==> src/rtl/hist_tx_pkg.sv <==
// Shared types and frame geometry for the histogram-builder transmit path.
// Np/PIXEL_NUM/ACQ_NUM/DATA_NUM carry the same values as parametersSiFH.vh for this build.
package hist_tx_pkg;

    localparam int Np        = 10;
    localparam int PIXEL_NUM = 3;
    localparam int ACQ_NUM   = 2;
    localparam int DATA_NUM  = 1;

    localparam int FRAME_WORDS = PIXEL_NUM * ACQ_NUM * DATA_NUM * 2;
    localparam int CNT_W       = $clog2(FRAME_WORDS + 1);

    localparam logic [CNT_W-1:0] FRAME_CNT = CNT_W'(FRAME_WORDS);

    typedef enum logic [1:0] {
        IDLE   = 2'd0,
        STREAM = 2'd1,
        FLUSH  = 2'd2,
        DONE   = 2'd3
    } state_t;

endpackage

==> src/rtl/hist_tx_fifo.sv <==
// Synchronous show-ahead FIFO; popData is valid whenever !empty.
// Latency 1 cycle push-to-pop; a push while full is taken only if a pop happens on the same edge.
module hist_tx_fifo #(
    parameter int DEPTH = 4,
    parameter int WIDTH = 10
) (
    input  logic             clk,
    input  logic             res,
    input  logic             push,
    input  logic [WIDTH-1:0] pushData,
    input  logic             pop,
    output logic [WIDTH-1:0] popData,
    output logic             full,
    output logic             empty
);

    localparam int AW = $clog2(DEPTH);
    localparam int CW = $clog2(DEPTH + 1);
    localparam logic [CW-1:0] FULL_CNT = CW'(DEPTH);

    logic [WIDTH-1:0] mem [DEPTH];
    logic [AW-1:0]    wrPtr;
    logic [AW-1:0]    rdPtr;
    logic [CW-1:0]    count;
    logic             doPush;
    logic             doPop;

    assign full    = (count == FULL_CNT);
    assign empty   = (count == '0);
    assign doPop   = pop && !empty;
    assign doPush  = push && (!full || doPop);
    assign popData = mem[rdPtr];

    always_ff @(posedge clk) begin
        if (doPush) begin
            mem[wrPtr] <= pushData;
        end
    end

    // Pointer wrap relies on DEPTH being a power of two.
    always_ff @(posedge clk) begin
        if (res) begin
            wrPtr <= '0;
            rdPtr <= '0;
            count <= '0;
        end else begin
            if (doPush) begin
                wrPtr <= wrPtr + 1'b1;
            end
            if (doPop) begin
                rdPtr <= rdPtr + 1'b1;
            end
            case ({doPush, doPop})
                2'b10:   count <= count + 1'b1;
                2'b01:   count <= count - 1'b1;
                default: count <= count;
            endcase
        end
    end

endmodule

==> src/rtl/hist_stream_tx.sv <==
// Streams one frame of TDC words to the histogram builder, optionally followed by a zero flush trailer
// (HIST_TX_FLUSH_EN). Latency: accept at edge k -> wrEn/data after edge k+1. tdcReady drops when FIFO full or frame complete.
module hist_stream_tx
    import hist_tx_pkg::*;
#(
    parameter int FIFO_DEPTH  = 4,
    parameter int FLUSH_WORDS = 3
) (
    input  logic          clk,
    input  logic          res,
    input  logic          start,
    input  logic          tdcValid,
    input  logic [Np-1:0] tdcData,
    output logic          tdcReady,
    output logic          wrEn,
    output logic [Np-1:0] data,
    output logic          busy,
    output logic          frameDone
);

    localparam int FCW = (FLUSH_WORDS > 0) ? $clog2(FLUSH_WORDS + 1) : 1;
    localparam logic [FCW-1:0] FLUSH_CNT = FCW'(FLUSH_WORDS);

    state_t          state;
    state_t          nextState;
    logic [CNT_W-1:0] accepted;
    logic [CNT_W-1:0] emitted;
    logic [FCW-1:0]   flushCnt;
    logic             emitZero;
    logic             fifoPush;
    logic             fifoPop;
    logic             fifoFull;
    logic             fifoEmpty;
    logic [Np-1:0]    fifoData;

    assign tdcReady  = (state == STREAM) && !fifoFull && (accepted < FRAME_CNT);
    assign fifoPush  = tdcValid && tdcReady;
    assign fifoPop   = (state == STREAM) && !fifoEmpty;
    assign busy      = (state != IDLE);
    assign frameDone = (state == DONE);

    hist_tx_fifo #(
        .DEPTH (FIFO_DEPTH),
        .WIDTH (Np)
    ) u_fifo (
        .clk      (clk),
        .res      (res),
        .push     (fifoPush),
        .pushData (tdcData),
        .pop      (fifoPop),
        .popData  (fifoData),
        .full     (fifoFull),
        .empty    (fifoEmpty)
    );

    always_ff @(posedge clk) begin
        if (res) begin
            state <= IDLE;
        end else begin
            state <= nextState;
        end
    end

    // The first trailer word is loaded on the same edge that leaves STREAM so it follows the last frame word directly.
    always_comb begin
        nextState = state;
        emitZero  = 1'b0;
        case (state)
            IDLE: begin
                if (start) begin
                    nextState = STREAM;
                end
            end
            STREAM: begin
                if (emitted == FRAME_CNT) begin
`ifdef HIST_TX_FLUSH_EN
                    nextState = FLUSH;
                    emitZero  = (flushCnt < FLUSH_CNT);
`else
                    nextState = DONE;
`endif
                end
            end
            FLUSH: begin
                if (flushCnt < FLUSH_CNT) begin
                    emitZero = 1'b1;
                end else begin
                    nextState = DONE;
                end
            end
            DONE: begin
                nextState = IDLE;
            end
            default: begin
                nextState = IDLE;
            end
        endcase
    end

    always_ff @(posedge clk) begin
        if (res) begin
            accepted <= '0;
            emitted  <= '0;
            flushCnt <= '0;
        end else if (state == IDLE && start) begin
            accepted <= '0;
            emitted  <= '0;
            flushCnt <= '0;
        end else begin
            if (fifoPush) begin
                accepted <= accepted + 1'b1;
            end
            if (fifoPop) begin
                emitted <= emitted + 1'b1;
            end
            if (emitZero) begin
                flushCnt <= flushCnt + 1'b1;
            end
        end
    end

    // data holds its last value across bubbles; only wrEn marks a real word.
    always_ff @(posedge clk) begin
        if (res) begin
            wrEn <= 1'b0;
            data <= '0;
        end else if (fifoPop) begin
            wrEn <= 1'b1;
            data <= fifoData;
        end else if (emitZero) begin
            wrEn <= 1'b1;
            data <= '0;
        end else begin
            wrEn <= 1'b0;
        end
    end

endmodule
==> config.mk <==
export PLATFORM = sky130hd
export DESIGN_NAME = hist_stream_tx
export DESIGN_NICKNAME = d
export VERILOG_FILES = /design/src/rtl/hist_tx_pkg.sv /design/src/rtl/hist_tx_fifo.sv /design/src/rtl/hist_stream_tx.sv
export SDC_FILE = /design/constraint.sdc
export NUM_CORES = 1
export LEC_CHECK = 0
export CORE_MARGIN = 4
export CORE_UTILIZATION = 30
export CTS_CLUSTER_DIAMETER = 200
export CTS_CLUSTER_SIZE = 12
export DETAILED_ROUTE_END_ITERATION = 8
export PLACE_DENSITY = 0.5
export SLEW_MARGIN = 20
export SYNTH_ARGS = -nofsm -noshare
export SYNTH_HDL_FRONTEND = slang
export SYNTH_HIERARCHICAL = 1
export SYNTH_SLANG_ARGS = --single-unit
export TNS_END_PERCENT = 20
==> constraint.sdc <==
create_clock -name clk -period 2.7 [get_ports clk]
set_clock_uncertainty 0.2 [all_clocks]
set_input_delay 0.54 -clock clk [delete_from_list [all_inputs] [get_ports clk]]
set_output_delay 0.54 -clock clk [all_outputs]
set_load 0.01 [all_outputs]
=== Yosys cells after proc, flatten, opt, wreduce, memory -nomap -nowiden ===
Memory sizes are Yosys's and may differ from the RTL's. A register that Yosys moved wholly into a read port is not among the register bits.
Index checks and enable logic that the tools add are counted.

* Output and inout port bits: 14
* Memories kept: 1
* Bits in registers: 30
* RAM bits: 40

{| class="wikitable"
|+ Memories
! name !! words !! bits a word !! rd ports !! clocked after Yosys merged registers in !! wr ports !! RTL line !! RTL
|-
| u_fifo.mem || 4 || 10 || 1 || 1 || 1 || hist_tx_fifo.sv:21 || <nowiki>logic [WIDTH-1:0] mem [DEPTH];</nowiki>
|}

* Reductions and logical operators: 17
* Mux-type cells: 15
* $lt $le $gt $ge: 2
* Eq/ne operators: 10
* $add $sub $neg: 7

{| class="wikitable"
|+ Operator list
! cell !! count
|-
| $mux W10 || 2
|-
| $mux W2 || 5
|-
| $add A4 B1 Y4 const B || 2
|-
| $pmux W2 S4 || 1
|-
| $logic_and A1 B1 Y1 || 7
|-
| $add A2 B1 Y2 const B || 3
|-
| $eq A2 B2 Y1 const B || 3
|-
| $mux W1 || 6
|-
| $pmux W3 S2 || 1
|-
| $reduce_bool A2 Y1 || 3
|-
| $eq A2 B1 Y1 const B || 2
|-
| $eq A4 B4 Y1 const B || 1
|-
| $lt A4 B4 Y1 const B || 1
|-
| $ne A2 B2 Y1 const B || 2
|-
| $add A3 B1 Y3 const B || 1
|-
| $eq A3 B3 Y1 const B || 1
|-
| $logic_not A3 Y1 || 1
|-
| $reduce_and A3 Y1 || 1
|-
| $sub A3 B1 Y3 const B || 1
|-
| $logic_not A1 Y1 || 2
|-
| $logic_not A2 Y1 || 1
|-
| $lt A2 B2 Y1 const B || 1
|-
| $ne A2 B1 Y1 const B || 1
|-
| $reduce_or A2 Y1 || 1
|-
| $logic_or A1 B1 Y1 || 1
|}

=== Depth between registers and ports, before layout ===
Gate-level depths: netlist (run 1).

* Depth after elaboration: 8
* Gate-level depth with buffers: 14
* Mapped depth without buffers: 13

=== Hierarchy ===
Netlist (run 1), hierarchy kept.

{| class="wikitable"
|+ By module, submodules not included
! module !! sequential area each (µm²) !! cells each !! area each (µm²) !! instances
|-
| hist_tx_fifo || 1381.3 || 106 || 1930.6 || 1
|-
| hist_stream_tx || 460.4 || 125 || 1092.3 || 1
|}

=== Worst setup path after synthesis (run 1) ===
OpenSTA, ideal clock, no wires.

* Path kind: register -> register
* Start: register state[1]
* End: register u_fifo.count[2]
* Arrival time: 2601 ps
* Stages on the path, launching flop included: 14
* Clock period less this slack: 2871 ps
* Path slack: -171 ps
* Path through: dfxtp_1 -> inv_1 -> ha_1 -> nor2b_1 -> buf_4 -> and3_2 -> a21boi_2 -> inv_1 -> ha_1 -> inv_1 -> fa_1 -> xor2_1 -> or3_2 -> a21oi_1

* Word-level cells in the longest chain between the ends: 7
* Elaborated cells between the ends (all ways): 12

{| class="wikitable"
|+ Ends and longest elaborated chain
! element !! RTL line !! RTL
|-
| start: declaration || hist_stream_tx.sv:24 || <nowiki>state_t state;</nowiki>
|-
| start signal: assignment || hist_stream_tx.sv:60 || <nowiki>state <= nextState;</nowiki>
|-
| $eq A2 B1 Y1 * || hist_stream_tx.sv:36 || <nowiki>assign tdcReady = (state == STREAM) && !fifoFull && (accepted < FRAME_CNT);</nowiki>
|-
| $logic_and A1 B1 Y1 * (2 in series) || hist_stream_tx.sv:36 ||
|-
| $logic_and A1 B1 Y1 * || hist_stream_tx.sv:37 || <nowiki>assign fifoPush = tdcValid && tdcReady;</nowiki>
|-
| net fifoPush || hist_stream_tx.sv:30 || <nowiki>logic fifoPush;</nowiki>
|-
| $logic_and A1 B1 Y1 * || hist_tx_fifo.sv:31 || <nowiki>assign doPush = push && (!full || doPop);</nowiki>
|-
| $eq A2 B1 Y1 or $eq A2 B2 Y1 (tied branches) || hist_tx_fifo.sv:53 || <nowiki>case ({doPush, doPop})</nowiki>
|-
| $pmux W3 S2 or $reduce_bool A2 Y1 (tied branches) || n/a ||
|-
| end signal: assignment || hist_tx_fifo.sv:54 || <nowiki>2'b10: count <= count + 1'b1;</nowiki>
|-
| end signal: assignment || hist_tx_fifo.sv:55 || <nowiki>2'b01: count <= count - 1'b1;</nowiki>
|-
| end signal: assignment || hist_tx_fifo.sv:56 || <nowiki>default: count <= count;</nowiki>
|-
| end: declaration || hist_tx_fifo.sv:24 || <nowiki>logic [CW-1:0] count;</nowiki>
|}

Mark *: on every way through the listed nets, which the timed path passes. The rest lies on a longest branch.
A chain may end at the register's enable or synchronous reset.

=== Final worst setup path (run 1) ===
* Start: register state[1]
* End: output tdcReady

* Word-level cells in the longest chain between the ends: 3

{| class="wikitable"
|+ Ends and longest elaborated chain
! element !! RTL line !! RTL
|-
| $eq A2 B1 Y1 || hist_stream_tx.sv:36 ||
|-
| $logic_and A1 B1 Y1 (2 in series) || hist_stream_tx.sv:36 ||
|-
| end: declaration || hist_stream_tx.sv:14 || <nowiki>output logic tdcReady,</nowiki>
|}

No other way between the ends.

==> flow_metrics.py, run 1 <==
metrics = {
    "logic_synthesis": {
        "syn_area_mm2": 0.003023,
        "yosys_most_used_dff": "edfxtp_1",
        "syn_inst": 231,
        "synth_top_cell_by_area": "edfxtp_1",
        "syn-num-nets": 260,
        "synth_edf_count": 40,
        "synth_top_area_share": 0.3974,
        "async_flop_share": 0,
        "yosysWarnings": 6,
        "ys_seq_elements": 72,
        "synth_common_cells": "edfxtp_1 (40), dfxtp_1 (32), a21oi_1 (19)",
        "seq_area_frac_synth": 0.6093,
        "avgSynthCellArea_um2": 13.09,
        "yosysMostFrequentCell": "edfxtp_1",
        "synthTopCellsByArea": "edfxtp_1 (40%), dfxtp_1 (21%), mux4_2 (7.5%)",
        "synth.distinct_cells": 35,
    },
    "placement": {
        "dpl.cell_count": 394,
        "dpl_worst_slack_ps": -147.2,
        "gp_congestion": 0.7165,
        "hpwl_um": 3778,
        "port_buffers": 27,
    },
    "critical_path": {
        "cp.arrival_ps": 1870,
        "cp_max_fo": 4,
        "path_cells": "inv_2 -> ha_4 -> nor2b_1 -> buf_4 -> and2_2 -> clkdlybuf4s50_1",
        "path_delay_family": "buffers and inverters",
        "worstSetupStartpoint": "state[1]$_SDFFE_PP0P_",
        "cpMaxStageDelayCell": "clkdlybuf4s50_1",
        "crit_type": "reg2out",
        "critPathRequiredTime_ps": 1960,
        "critPathBufInv": 3,
        "r2r-start": "state[1]$_SDFFE_PP0P_",
        "worstSetupEndpointType": "primary output",
        "cpPeakStageDelay_ps": 520,
        "worstSetupStartpointType": "flip-flop",
    },
    "die": {
        "coreArea_mm2": 0.009774,
        "die-area_mm2": 0.01175,
        "start_util": 0.3093,
        "die_y_um": 108.4,
        "io_pins": 28,
        "fp-row-count": 36,
        "dieWidth_um": 108.4,
    },
    "global_routing": {
        "grt_usage": 0.1065,
        "antenna_found_initial": 0,
        "first_global_vias": 1852,
        "grt-ovfl-total": 0,
        "grt_start_max_net_pins": 26,
        "grt_pass1_wl_um": 9446,
    },
    "sta": {
        "period_needed_ps": 2607,
        "rsz0062_at_grt": "yes",
        "finalCritPeriodShare": 0.9655,
        "slew_headroom": 0.6516,
        "finalHoldViolCount": 0,
        "setup_ws_ps": 93.18,
        "hold_ws_ps": 272.5,
        "finalSetupViolCount": 0,
        "tightest_slew_ps": 521.9,
        "drv_slew": 0,
        "max_freq_mhz": 383.6,
    },
    "routing": {
        "drc_errors": 0,
        "viasPerCell": 4.433,
        "drtPass1Iterations": 4,
        "initialDrtViolationCount": 62,
        "ant_nets": 0,
        "wl_per_cell_um": 13.52,
        "vias": 1831,
        "wirelength_um": 5584,
    },
    "pwr": {
        "p_comb_frac": 0.241,
        "power.total_mw": 2.907,
        "p_leak_nw": 1.341,
        "p_sw_frac": 0.2905,
        "switching_power_mw": 0.8447,
        "power.clock.fraction": 0.306,
        "sequentialPowerShare": 0.453,
        "vdd_drop_max_mv": 0.2930,
        "intPower_mw": 2.063,
        "pwr_density_cell_mw_per_mm2": 765.6,
    },
    "clocking": {
        "cts_max_path_buffers": 2,
        "cts-hold-fix-buffers": 0,
        "cts_buffers": 9,
        "cts_tree": "yes",
        "clk_pin_slew_ps": 80,
        "cts.sinks": 72,
        "cts_root_buf": "clkbuf_8",
        "insertion_delay_ps": 350,
        "htreeDepth": 3,
    },
    "cells_and_area": {
        "final_nets": 304,
        "diodes": 0,
        "drive_above_1_share": 0.2464,
        "fillCellCount": 957,
        "area_growth_pct": 25.62,
        "final-instance-count-excl-fill": 413,
    },
    "run": {
        "maxCapViolCount": 0,
    },
    "worst_hold_path": {
        "hold_class": "reg2reg",
        "hp-start": "data[0]$_SDFFE_PP0P_",
    },
    "status": {
        "status": "complete, no violations",
    },
}
## path summary, 6_finish.rpt
check	cells past startpoint	end	slack, ps
worst max-delay path	6	tdcReady	90
worst min-delay path	2	data[0]$_SDFFE_PP0P_	270
worst max register to register	12	u_fifo/count[2]$_SDFFE_PP0P_	100
worst min register to register	2	data[0]$_SDFFE_PP0P_	270
## layer usage
metal	vias up	routed length [um]	GRT usage
met5	-	0	0
met4	0	75	0.04599
met3	6	288	0.03522
met2	38	2583	0.1572
met1	884	2637	0.1431
li1	903	-	-
## what timing repair did
action	in CTS	in global routing
buffers inserted	0	3
gates cloned	0	0
endpoints found under the setup margin	1	2
gates resized for setup	2	4
pin swaps	0	1
hold endpoints to repair	0	0
## cell type report
type                            instances  area, um2  share of cell area
Timing Repair Buffer                   43      390.4              0.1028
Multi-Input combinational cell        131       1116              0.2939
Clock inverter                          7      83.83             0.02208
Tap cell                              133      166.4             0.04382
Sequential cell                        72       1849              0.4870
Inverter                               18      67.56             0.01779
Clock buffer                            9      123.9             0.03262
## state kept, by name (all words and copies together) (netlist names), named ones only
name	count
data	10
u_fifo/mem	40
flushCnt	2
state	2
u_fifo/rdPtr	2
u_fifo/wrPtr	2
wrEn	1
u_fifo/count	3
emitted	4
accepted	4
## cell families after synthesis
logic type,count (synthesis),share of synthesized area
AOI/OAI and AO/OA,29,0.05671
xor gates and xnor gates,5,0.01449
adders and majority gates,15,0.06457
buffers and inverters,28,0.03932
DFF,72,0.6093
muxes,16,0.09934
and+or+nand+nor,66,0.1163
## placed cells by master, fill, tap and decap left out, types with 5 or more instances in the layout
| cell type | instances |
|---|---|
| nand2_1 | 16 |
| inv_1 | 17 |
| dfxtp_1 | 28 |
| clkbuf_8 | 9 |
| edfxtp_1 | 40 |
| nand3_1 | 11 |
| mux4_2 | 10 |
| nand2b_1 | 5 |
| buf_4 | 16 |
| xor2_1 | 5 |
| clkdlybuf4s50_1 | 27 |
| nor2_1 | 15 |
| a21oi_1 | 18 |
| ha_1 | 12 |
| and2_2 | 5 |
## per-stage QoR
stage | instance area [um2] | util | TNS (ps)
finish | 3797 | 0.3885 | 0
CTS | 3762 | 0.3849 | 0
detailed placement | 3551 | 0.3633 | -147.2
global route | 3797 | 0.3885 | -15.95
global placement | 3551 | 0.3633 | -110.2
floorplan | 3068 | - | 0
## worst min-delay path, cell delays in order (launching register included)
cell and delay, ps:
dfxtp_1 320, nand3_1 60, a21oi_1 60
## power groups by stage
stage	Sequential, mW	Combinational, mW	Clock [mW]
2_1_floorplan	1.34	0.425	0
3_3_place_gp	1.33	0.669	0
3_5_place_dp	1.34	0.674	0
4_1_cts	1.32	0.678	0.923
5_1_grt	1.33	0.782	0.976
6_report	1.32	0.699	0.890
(Power assumes the default switching activity.)
==> run 2, diff against run 1 <==
- MAX_ROUTING_LAYER: unset -> met4
==> run 2 against run 1 <==
Combinational power hardly changed; setup slack gained 1.5 ps; flip-flop and latch count did not move; worst hold slack got worse by 0.93 ps; final area is the same; sequential power about the same; clock power barely moved; utilization stayed put; critical endpoint unchanged; largest cell class unchanged.
==> flow_metrics.py, run 2 (synthesis results as in run 1) <==
metrics = {
    "sta": {
        "tightest_slew_ps": 533.3,
        "period_needed_ps": 2605,
        "max_freq_mhz": 383.8,
        "finalHoldViolCount": 0,
        "drv_slew": 0,
        "rsz0062_at_grt": "yes",
        "setup_ws_ps": 94.69,
        "finalCritPeriodShare": 0.9649,
        "slew_headroom": 0.6440,
        "finalSetupViolCount": 0,
    },
    "global_routing": {
        "grt_pass1_wl_um": 9425,
        "first_global_vias": 1856,
        "grt_start_max_net_pins": 26,
        "grt_usage": 0.1090,
        "antenna_found_initial": 0,
        "grt-ovfl-total": 0,
    },
    "routing": {
        "wl_per_cell_um": 13.49,
        "initialDrtViolationCount": 55,
        "wirelength_um": 5572,
        "ant_nets": 0,
        "viasPerCell": 4.460,
        "drc_errors": 0,
        "vias": 1842,
        "drtPass1Iterations": 4,
    },
    "clocking": {
        "cts-hold-fix-buffers": 0,
        "htreeDepth": 3,
        "cts_root_buf": "clkbuf_8",
        "cts_tree": "yes",
        "cts_max_path_buffers": 2,
        "insertion_delay_ps": 350,
        "cts.sinks": 72,
        "cts_buffers": 9,
        "clk_pin_slew_ps": 80,
    },
    "placement": {
        "dpl_worst_slack_ps": -147.2,
        "hpwl_um": 3778,
        "dpl.cell_count": 394,
        "gp_congestion": 0.7248,
        "port_buffers": 27,
    },
    "critical_path": {
        "cp.arrival_ps": 1870,
        "cp_max_fo": 4,
        "worstSetupStartpointType": "flip-flop",
        "worstSetupEndpointType": "primary output",
        "r2r_cells": 12,
        "rrSetupSlack_ps": 100,
        "critPathRequiredTime_ps": 1960,
        "crit_type": "reg2out",
    },
    "pwr": {
        "vdd_drop_max_mv": 0.2948,
        "pwr_density_cell_mw_per_mm2": 766.0,
        "p_leak_nw": 1.341,
    },
    "die": {
        "die_y_um": 108.4,
        "die-area_mm2": 0.01175,
        "coreArea_mm2": 0.009774,
        "dieWidth_um": 108.4,
        "io_pins": 28,
        "fp-row-count": 36,
        "start_util": 0.3093,
    },
    "cells_and_area": {
        "largest_register_ffs": 40,
        "largest-register": "u_fifo/mem",
        "fin_util": 0.3885,
        "seq_area_mm2": 0.001849,
        "diodes": 0,
        "final-instance-count-excl-fill": 413,
        "top_regs": "u_fifo/mem x40, data x10",
        "drive_above_1_share": 0.2464,
        "final_nets": 304,
        "area_growth_pct": 25.62,
        "final_common_cell": "edfxtp_1",
        "final_cell_mix": "edfxtp_1 (40), dfxtp_1 (28), clkdlybuf4s50_1 (27)",
        "fillCellCount": 957,
        "multiInputGateArea_mm2": 0.001116,
    },
    "status": {
        "status": "complete, no violations",
    },
    "worst_hold_path": {
        "hold_class": "reg2reg",
        "holdPathStages": 2,
    },
    "run": {
        "maxCapViolCount": 0,
    },
}
run 2: cell counts in the layout (fill, tap and decap cells not counted):
No cell type changed its count.
run 2: where the power goes:
part	switching, mW	total [mW]	internal, mW	leakage (nW)
registers	0.0592	1.32	1.26	0.622
clock network	0.446	0.891	0.444	0.103
logic	0.341	0.700	0.359	0.616
total	0.846	2.91	2.06	1.34
run 2: area by class of cell:
class                   count  area share
flip-flops and latches     72      0.4870
multi-input cells         131      0.2939
repair buffers             43      0.1028
well taps                 133     0.04382
clock buffers               9     0.03262
clock inverters             7     0.02208
inverters                  18     0.01779
run 2: final timing paths:
| check | startpoint | end |
|---|---|---|
| max | state[1]$_SDFFE_PP0P_ | tdcReady |
| min | data[4]$_SDFFE_PP0P_ | data[4]$_SDFFE_PP0P_ |
| max reg2reg | state[1]$_SDFFE_PP0P_ | u_fifo/count[2]$_SDFFE_PP0P_ |
| min reg2reg | data[4]$_SDFFE_PP0P_ | data[4]$_SDFFE_PP0P_ |
run 2: critical path, cell delays in order (launching register included):
cell             delay (ps)
dfxtp_2                 330
inv_2                    70
ha_4                    160
nor2b_1                 160
buf_4                   150
and2_2                  130
clkdlybuf4s50_1         520
run 2: what timing repair did:
action                                  in CTS  in global routing
setup buffers                                0                  3
endpoints found under the hold margin        0                  0
pin swaps                                    0                  1
endpoints found under the setup margin       1                  2
resized for setup                            2                  4
run 2: stage by stage:
| step | area [um2] | hold slack (ps) | TNS (ps) | power (mW) |
|---|---|---|---|---|
| 6_report | 3797 | 271.6 | 0 | 2.909 |
| 2_1_floorplan | 3068 | 236.7 | 0 | 1.764 |
| 4_1_cts | 3762 | 275.8 | 0 | 2.917 |
| 3_5_place_dp | 3551 | 262.7 | -147.2 | 2.012 |
| 3_3_place_gp | 3551 | 257.4 | -110.2 | 2.004 |
| 5_1_grt | 3797 | 297.4 | -12.67 | 3.084 |
run 2: metal layers:
metal	wire, um	part of all wire	global-route usage	vias to the layer above
li1	-	-	-	903
met4	104	0.019	0.04869	0
met3	230	0.041	0.03164	9
met1	2690	0.48	0.1416	897
met2	2547	0.46	0.1581	33
met5	0	0	-	-
==> run 3, diff against run 2 <==
- CORE_MARGIN: 4 -> 2
==> run 3 against run 2 <==
Final area rose by 0.30%; flip-flop and latch count did not move; setup slack got worse by 7.6 ps; critical path type unchanged; critical endpoint unchanged; largest power group unchanged.
==> flow_metrics.py, run 3 (synthesis results as in run 1) <==
metrics = {
    "sta": {
        "drv_slew": 0,
        "hold_ws_ps": 270.3,
        "finalCritPeriodShare": 0.9677,
        "setup_tns_ps": 0,
        "tightest_slew_ps": 501.6,
        "max_freq_mhz": 382.7,
        "period_needed_ps": 2613,
        "finalSetupViolCount": 0,
        "finalHoldViolCount": 0,
        "slew_headroom": 0.6651,
        "rsz0062_at_grt": "no",
    },
    "placement": {
        "port_buffers": 27,
        "dpl.cell_count": 396,
        "hpwl_um": 3764,
        "gp_congestion": 0.7944,
    },
    "cells_and_area": {
        "final_nets": 305,
        "fillCellCount": 954,
        "area_growth_pct": 25.99,
        "largest-register": "u_fifo/mem",
        "fin_util": 0.3897,
        "top_regs": "u_fifo/mem x40, data x10",
        "drive_above_1_share": 0.2491,
        "final_cell_mix": "edfxtp_1 (40), dfxtp_1 (28), clkdlybuf4s50_1 (27)",
        "final_common_cell": "edfxtp_1",
        "diodes": 0,
        "final-instance-count-excl-fill": 414,
        "largest_register_ffs": 40,
    },
    "worst_hold_path": {
        "hold_class": "reg2reg",
    },
    "clocking": {
        "cts_root_buf": "clkbuf_8",
        "htreeDepth": 3,
        "cts-hold-fix-buffers": 0,
        "clk_pin_slew_ps": 80,
        "cts_tree": "yes",
        "cts.sinks": 72,
        "insertion_delay_ps": 350,
        "cts_buffers": 9,
        "cts_max_path_buffers": 2,
    },
    "routing": {
        "ant_nets": 0,
        "drtPass1Iterations": 4,
        "vias": 1835,
        "initialDrtViolationCount": 68,
        "wirelength_um": 5573,
        "wl_per_cell_um": 13.46,
        "drc_errors": 0,
        "viasPerCell": 4.432,
    },
    "critical_path": {
        "crit_type": "reg2out",
        "worstSetupEndpointType": "primary output",
        "cp_max_fo": 4,
        "worstSetupStartpointType": "flip-flop",
        "critPathRequiredTime_ps": 1960,
        "cp.arrival_ps": 1870,
    },
    "die": {
        "io_pins": 28,
        "die_y_um": 104.4,
        "start_util": 0.3093,
        "dieWidth_um": 104.4,
        "coreArea_mm2": 0.009774,
        "fp-row-count": 36,
        "die-area_mm2": 0.01090,
    },
    "global_routing": {
        "grt_start_max_net_pins": 16,
        "grt_usage": 0.1158,
        "antenna_found_initial": 0,
        "grt-ovfl-total": 0,
        "grt_pass1_wl_um": 9480,
        "first_global_vias": 1888,
    },
    "status": {
        "status": "complete, no violations",
    },
    "pwr": {
        "pwr_density_cell_mw_per_mm2": 761.9,
        "vdd_drop_max_mv": 0.2506,
        "p_leak_nw": 1.347,
    },
    "run": {
        "maxCapViolCount": 0,
    },
}
==> run 3: worst paths after layout <==
check | startpoint | to | slack [ps] | cells past startpoint
worst min register to register | data[2]$_SDFFE_PP0P_ | data[2]$_SDFFE_PP0P_ | 270 | 2
worst max register to register | state[1]$_SDFFE_PP0P_ | u_fifo/count[2]$_SDFFE_PP0P_ | 180 | 12
worst max-delay path | state[1]$_SDFFE_PP0P_ | tdcReady | 90 | 6
worst min-delay path | data[2]$_SDFFE_PP0P_ | data[2]$_SDFFE_PP0P_ | 270 | 2
==> run 3: what timing repair did <==
action | in CTS | in global routing
resized for setup | 1 | 6
endpoints found under the setup margin | 1 | 1
hold endpoints to repair | 0 | 0
buffers inserted | 1 | 1
==> run 3: critical path, stage by stage, from the launching register on <==
cell,delay [ps]
dfxtp_4,360
inv_2,70
ha_4,150
nor2b_1,170
buf_4,130
and2_2,120
clkdlybuf4s50_1,520
==> run 3: metrics by stage <==
step	instance area (um2)	power, mW	setup WS [ps]
after floorplan	3068	1.764	7.835
after global placement	3566	2.003	-118.2
after detailed placement	3566	2.011	-157.7
after CTS	3782	2.921	41.46
after global routing	3809	3.076	10.43
final	3809	2.902	87.08
==> run 3: layer usage <==
| metal | vias up | track usage | routed length [um] |
|---|---|---|---|
| li1 | 907 | - | - |
| met1 | 881 | 0.1483 | 2694 |
| met2 | 36 | 0.1695 | 2561 |
| met3 | 11 | 0.02694 | 197 |
| met4 | 0 | 0.06274 | 119 |
| met5 | - | - | 0 |
==> run 3: area by class of cell <==
| type | count | area (um2) | share of cell area |
|---|---|---|---|
| sequential | 72 | 1849 | 0.4855 |
| clock inverter | 7 | 83.83 | 0.02201 |
| multi-input combinational | 131 | 1120 | 0.2940 |
| inverter | 18 | 67.56 | 0.01774 |
| timing repair buffer | 44 | 397.9 | 0.1045 |
| tap | 133 | 166.4 | 0.04369 |
| clock buffer | 9 | 123.9 | 0.03252 |
==> run 3: where the power goes <==
| group | total [mW] | internal, mW | switching, mW |
|---|---|---|---|
| clock | 0.890 | 0.444 | 0.446 |
| sequential | 1.32 | 1.26 | 0.0639 |
| combinational | 0.689 | 0.352 | 0.337 |
| total | 2.90 | 2.06 | 0.846 |
